$ cat config.mk
export PLATFORM = sky130hd
export DESIGN_NAME = despejo_registradores
export DESIGN_NICKNAME = d
export VERILOG_FILES = /design/src/rtl/despejo_registradores.sv
export SDC_FILE = /design/constraint.sdc
export NUM_CORES = 1
export LEC_CHECK = 0
export ABC_CLOCK_PERIOD_IN_PS = 3800
export BUFFER_PORTS_ARGS = -buffer_cell sky130_fd_sc_hd__buf_4
export CORE_UTILIZATION = 51
export DETAILED_ROUTE_END_ITERATION = 7
export PLACE_DENSITY_LB_ADDON = 0.08
export SETUP_SLACK_MARGIN = 0.2
export SYNTH_ARGS = -nofsm -noshare
export SYNTH_HDL_FRONTEND = slang
export SYNTH_SLANG_ARGS = --single-unit
$ cat constraint.sdc
create_clock -name Clock -period 3.8 [get_ports Clock]
set_clock_uncertainty 0.05 [all_clocks]
set_input_delay 0.76 -clock Clock [delete_from_list [all_inputs] [get_ports Clock]]
set_output_delay 0.76 -clock Clock [all_outputs]
set_load 0.005 [all_outputs]
$ cat src/rtl/despejo_registradores.sv
// Sequential dumper for the register bank: streams R0..R(NUM_REGS-1) over valid/ready.
// Define DESPEJO_CHECKSUM_EN to append a mod-2^LARGURA checksum beat after the last register.
module despejo_registradores #(
  parameter int NUM_REGS    = 8,
  parameter int LARGURA     = 8,
  parameter int LARGURA_END = 3
) (
  input  logic                   Clock,
  input  logic                   Reset,
  input  logic                   Iniciar,
  output logic [LARGURA_END-1:0] RegLido,
  input  logic [LARGURA-1:0]     DadoLido,
  output logic [LARGURA-1:0]     DadoSaida,
  output logic [LARGURA_END-1:0] NumReg,
  output logic                   Valido,
  input  logic                   Pronto,
  output logic                   Ocupado,
  output logic                   Concluido,
  output logic                   EhChecksum
);

  localparam logic [LARGURA_END-1:0] ULTIMO = LARGURA_END'(NUM_REGS - 1);

  typedef enum logic [2:0] {
    OCIOSO,
    LER,
    ENVIAR,
`ifdef DESPEJO_CHECKSUM_EN
    SOMA,
`endif
    FIM
  } estado_t;

  estado_t                estado_q, estado_d;
  logic [LARGURA_END-1:0] idx_q, idx_d;
  logic [LARGURA-1:0]     dado_q, dado_d;
  logic [LARGURA_END-1:0] num_q, num_d;
  logic                   valido_q, valido_d;
  logic                   ocupado_q, ocupado_d;
  logic                   aceito;

`ifdef DESPEJO_CHECKSUM_EN
  logic [LARGURA-1:0]     soma_q, soma_d;
  logic                   chk_q, chk_d;
`endif

  assign aceito = valido_q & Pronto;

  always_ff @(posedge Clock or posedge Reset) begin
    if (Reset) begin
      estado_q  <= OCIOSO;
      idx_q     <= '0;
      dado_q    <= '0;
      num_q     <= '0;
      valido_q  <= 1'b0;
      ocupado_q <= 1'b0;
`ifdef DESPEJO_CHECKSUM_EN
      soma_q    <= '0;
      chk_q     <= 1'b0;
`endif
    end else begin
      estado_q  <= estado_d;
      idx_q     <= idx_d;
      dado_q    <= dado_d;
      num_q     <= num_d;
      valido_q  <= valido_d;
      ocupado_q <= ocupado_d;
`ifdef DESPEJO_CHECKSUM_EN
      soma_q    <= soma_d;
      chk_q     <= chk_d;
`endif
    end
  end

  always_comb begin
    estado_d  = estado_q;
    idx_d     = idx_q;
    dado_d    = dado_q;
    num_d     = num_q;
    valido_d  = valido_q;
    ocupado_d = ocupado_q;
`ifdef DESPEJO_CHECKSUM_EN
    soma_d    = soma_q;
    chk_d     = chk_q;
`endif
    unique case (estado_q)
      OCIOSO: begin
        if (Iniciar) begin
          idx_d     = '0;
          ocupado_d = 1'b1;
`ifdef DESPEJO_CHECKSUM_EN
          soma_d    = '0;
`endif
          estado_d  = LER;
        end
      end
      LER: begin
        dado_d   = DadoLido;
        num_d    = idx_q;
        valido_d = 1'b1;
`ifdef DESPEJO_CHECKSUM_EN
        soma_d   = soma_q + DadoLido;
`endif
        estado_d = ENVIAR;
      end
      ENVIAR: begin
        if (aceito) begin
          valido_d = 1'b0;
          if (idx_q == ULTIMO) begin
`ifdef DESPEJO_CHECKSUM_EN
            // Checksum beat is presented right away; SOMA is its send phase.
            dado_d   = soma_q;
            num_d    = '0;
            chk_d    = 1'b1;
            valido_d = 1'b1;
            estado_d = SOMA;
`else
            ocupado_d = 1'b0;
            estado_d  = FIM;
`endif
          end else begin
            idx_d    = idx_q + 1'b1;
            estado_d = LER;
          end
        end
      end
`ifdef DESPEJO_CHECKSUM_EN
      SOMA: begin
        if (aceito) begin
          valido_d  = 1'b0;
          chk_d     = 1'b0;
          ocupado_d = 1'b0;
          estado_d  = FIM;
        end
      end
`endif
      FIM: begin
        estado_d = OCIOSO;
      end
      default: begin
        estado_d = OCIOSO;
      end
    endcase
  end

  assign RegLido   = idx_q;
  assign DadoSaida = dado_q;
  assign NumReg    = num_q;
  assign Valido    = valido_q;
  assign Ocupado   = ocupado_q;
  assign Concluido = (estado_q == FIM);

`ifdef DESPEJO_CHECKSUM_EN
  assign EhChecksum = chk_q;
`else
  assign EhChecksum = 1'b0;
`endif

endmodule

**Word level (Yosys, flattened, before mapping)**

Index checks and enable logic that the tools add are counted.

- Bits of input ports: 12
- Output and inout bits: 18
- Logic and storage cells: 37
- Register bits: 19

- Multiplexer cells: 14
- Reduce and logical (&&, ||, !) cells: 7
- Bitwise operators: 1
- Equality and inequality tests: 8
- Add/sub/neg operators: 1

Operators by type and width:

| cell | number |
|---|---|
| 2-to-1 mux 3 bit | 5 |
| case mux 3 bit (3 select lines) | 1 |
| inequality test 2 bit (second input constant) | 4 |
| AND reduction 4 bit | 2 |
| equality test 3 x 2 -> 1 bit (second input constant) | 2 |
| case mux 3 bit (2 select lines) | 1 |
| 2-to-1 mux 1 bit | 4 |
| case mux 1 bit (2 select lines) | 2 |
| AND reduction 2 bit | 2 |
| nonzero test 2 bit | 2 |
| adder 3 x 1 -> 3 bit (second input constant) | 1 |
| equality test 3 x 1 -> 1 bit (second input constant) | 1 |
| equality test 3 bit (second input constant) | 1 |
| zero test 3 bit | 1 |
| 2-to-1 mux 2 bit | 1 |
| AND 1 bit | 1 |

**Logic depth before layout (Yosys ltp)**

- Depth after elaboration: 4
- Depth in mapped cells: 5
- Depth with buffers taken out: 5

**Worst setup path after synthesis**

Ideal clock, no wire load.

- Kind: reg-to-output
- From: register estado_q[1]
- To: output Concluido
- Buffers on the path: 1
- Data arrival time: 0.730 ns
- Cell stages (with the launch flop): 3
- Slack: 2.260 ns
- Required time: 2.990 ns
- Cells stage by stage: dfrtp_1 buf_2 and2_2

- Longest elaborated chain between the ends: 1

Ends and longest elaborated chain:

| what | RTL line | text |
|---|---|---|
| from (decl) | 34 | `estado_t estado_q, estado_d;` |
| from (signal assigned) | 62 | `estado_q <= estado_d;` |
| equality test 3 x 2 -> 1 bit | 151 | `assign Concluido = (estado_q == FIM);` |
| to (decl) | 18 | `output logic Concluido,` |

No other way between the ends.

**Worst setup path in the final report**

Same ends and word-level chain as after synthesis.

==> flow_metrics.env <==
export IMPL_outcome="finished, final reports clean"
export IMPL_layout_drive_gt1_share=0.4688
export IMPL_ant_nets=0
export IMPL_cts_made_buffers=3
export IMPL_relSlewSlack=0.5587
export IMPL_grt_pass1_vias=578
export IMPL_cts_root_buffer="clkbuf_4"
export IMPL_syn_num_nets=82
export IMPL_worstSetupPathType="reg -> out"
export IMPL_total_power_uw=795.5
export IMPL_grt_usage=0.1998
export IMPL_synth_edf_count=0
export IMPL_critPathMaxStageDelay_ns=0.57
export IMPL_yosysSeqAreaShare=0.5255
export IMPL_routedWlPerCell_um=13.04
export IMPL_yosys_top_cells_area="dfrtp_1 53%, mux2_4 16%, ha_1 2.9%, mux2_2 2.6%, a21oi_1 2.3%"
export IMPL_fin_util=0.6989
export IMPL_place_area_mm2=0.001055
export IMPL_via_per_inst=5.205
export IMPL_coreArea_mm2=0.001541
export IMPL_rsz0062_at_grt="no"
export IMPL_tightest_slew_ns=0.6612
export IMPL_dieWidth_um=43.00
export IMPL_synth_distinct_cells=25
export IMPL_arrival_ns=1.17
export IMPL_syn_avg_cell_area_um2=12.60
export IMPL_crit_fanout=12
export IMPL_synth_area_leader_cell="dfrtp_1"
export IMPL_ir_drop_mv=0.4195
export IMPL_cp_end_kind="primary output"
export IMPL_hold_class="reg -> reg"
export IMPL_maxSlewViolCount=0
export IMPL_area_growth_pct=25.69
export IMPL_synth_adder_area_share=0.02920
export IMPL_cts_resized=0
export IMPL_die_height_um=43.00
export IMPL_design_area_mm2=0.001077
export IMPL_dieArea_mm2=0.001849
export IMPL_pwr_share_clk=0.110
export IMPL_gp_congestion=0.7659
export IMPL_fill_cells=120
export IMPL_grt_max_degree=19
export IMPL_synth_flop_cell="dfrtp_1"
export IMPL_rows=14
export IMPL_initial_core_util=0.5560
export IMPL_drt_first_pass_iters=3
export IMPL_final_nets=112
export IMPL_synthArstFlopShare=1.000
export IMPL_synth_seq_cells=18
export IMPL_vias=583
export IMPL_finalCriticalPeriod_ns=1.975
export IMPL_wirelength_um=1461
export IMPL_synth_top_area_share=0.5255
export IMPL_dpl_hpwl_um=1048
export IMPL_combPwrFrac=0.442
export IMPL_tns_ns=0
export IMPL_required_ns=2.99
export IMPL_synth_area_mux_share=0.1839
export IMPL_crit_chain="and2_2 > buf_4"
export IMPL_cts_buffer_depth=2
export IMPL_cts_hold_buf=0
export IMPL_cp_start_kind="flop"
export IMPL_io_pins=30
export IMPL_whs_ns=0.4647
export IMPL_drtIter0Drc=3
export IMPL_maxCapViolCount=0
export IMPL_fmax_mhz=506.2
export IMPL_p_leak_nw=0.5456
export IMPL_synth_top_family_by_area="multiplexers"
export IMPL_clkTransAtPathRegs_ns=0.09
export IMPL_synth_xor_area_frac=0
export IMPL_grt_first_pass_wirelength_um=2628
export IMPL_p_switching_uw=256.7
export IMPL_netlist_area_um2=857.1
export IMPL_synth_simple_area_share=0.1197
export IMPL_grt_ovfl_total=0
export IMPL_cts_htree_levels=1
export IMPL_clock_sinks=18
export IMPL_p_int_uw=538.8
export IMPL_synth_compound_area_frac=0.07299
export IMPL_power_share_sequential=0.447
export IMPL_layout_worst_path_cycle_share=0.5198
export IMPL_portBuffers=28
export IMPL_postCtsSetupBuffers=0
export IMPL_critPathSlowestCell="dfrtp_1"
export IMPL_synth_cells=68
export IMPL_finalHoldViolCount=0
export IMPL_drc=0
export IMPL_switching_share=0.3227
export IMPL_antenna_found_initial=0
export IMPL_finalSetupViolations=0
export IMPL_power_density_mw_per_mm2=738.4
export IMPL_cts_tree="yes"
export IMPL_antenna_cells=0
export IMPL_ys_warn_count=0
export IMPL_clock_latency_ns=0.28
## area by class of cell
class,instances,area (µm²),area share
multi-input combinational,41,351.6,0.3264
clock buffer,3,22.52,0.02091
inverter,6,22.52,0.02091
sequential,18,450.4,0.4181
timing repair buffer,28,210.2,0.1951
tap,16,20.02,0.01858
## registers in the layout (all words and copies together) (netlist names)
signal / cells
Valido: 1
RegLido: 3
NumReg: 3
DadoSaida: 8
estado_q: 2
Ocupado: 1
## cell families (layout without fill, tap and decap cells)
family	Yosys count	count (layout)
DFF	18	18
adders and majority gates	2	2
and+or+nand+nor	16	16
other	1	1
buffers and inverters	9	37
muxes	11	11
AOI/OAI and AO/OA	11	11
## per-layer routing
metal  vias up  track usage  part of all wire
met2        18       0.2939              0.45
li1        294            -                 -
met1       267       0.2669              0.46
met5         -            0                 0
met4         0       0.1455             0.031
met3         4      0.02979             0.055
## synth_stat cells (2+ instances only)
cell type,count
dfrtp_1,18
o211ai_1,2
nor2_1,2
a21oi_1,4
nand3_1,4
ha_1,2
mux2_2,2
mux2_4,9
inv_1,5
o21ai_0,4
nand2b_1,2
## critical path, delay by kind of cell (launching register included)
kind                   cells  cell delay [ns]
flip-flops                 1             0.57
buffers and inverters      1             0.10
AND/OR/NAND/NOR            1             0.21
## worst paths after layout
kind / from / to / slack (ns) / cells past startpoint
min: DadoSaida[2]$_DFFE_PP0P_ / DadoSaida[2]$_DFFE_PP0P_ / 0.46 / 1
max reg2reg: RegLido[0]$_DFFE_PP0P_ / RegLido[1]$_DFFE_PP0P_ / 2.27 / 5
min reg2reg: DadoSaida[2]$_DFFE_PP0P_ / DadoSaida[2]$_DFFE_PP0P_ / 0.46 / 1
max in group asynchronous: Reset / DadoSaida[7]$_DFFE_PP0P_ / 2.76 / 2
max: estado_q[1]$_DFFE_PP0P_ / Concluido / 1.82 / 2
min in group asynchronous: Reset / estado_q[1]$_DFFE_PP0P_ / 0.51 / 2
## power groups by stage
stage | Sequential [mW] | Clock, mW | Combinational, mW
floorplan | 0.345 | 0 | 0.230
global placement | 0.352 | 0 | 0.352
detailed placement | 0.357 | 0 | 0.357
finish | 0.356 | 0.0878 | 0.352
CTS | 0.355 | 0.0944 | 0.358
global route | 0.370 | 0.0980 | 0.387
## cells in the final DEF (no fill, tap or decap), drive strengths merged
master / n
buf: 28
dfrtp: 18
mux2: 11
inv: 6
nand3: 4
o21ai: 4
a21oi: 4
clkbuf: 3
nor2: 3
nand2b: 2
o211ai: 2
ha: 2
and3b: 1
nand3b: 1
or3b: 1
o21bai: 1
nand4: 1
and2: 1
nand4b: 1
nand2: 1
conb: 1
## per-stage QoR
stage,std cells,worst slack [ns]
global placement,109,2.164
CTS,112,1.807
floorplan,68,2.260
finish,112,1.825
global route,112,1.769
detailed placement,109,2.144
Note: power is estimated with default switching activity, not from simulation.
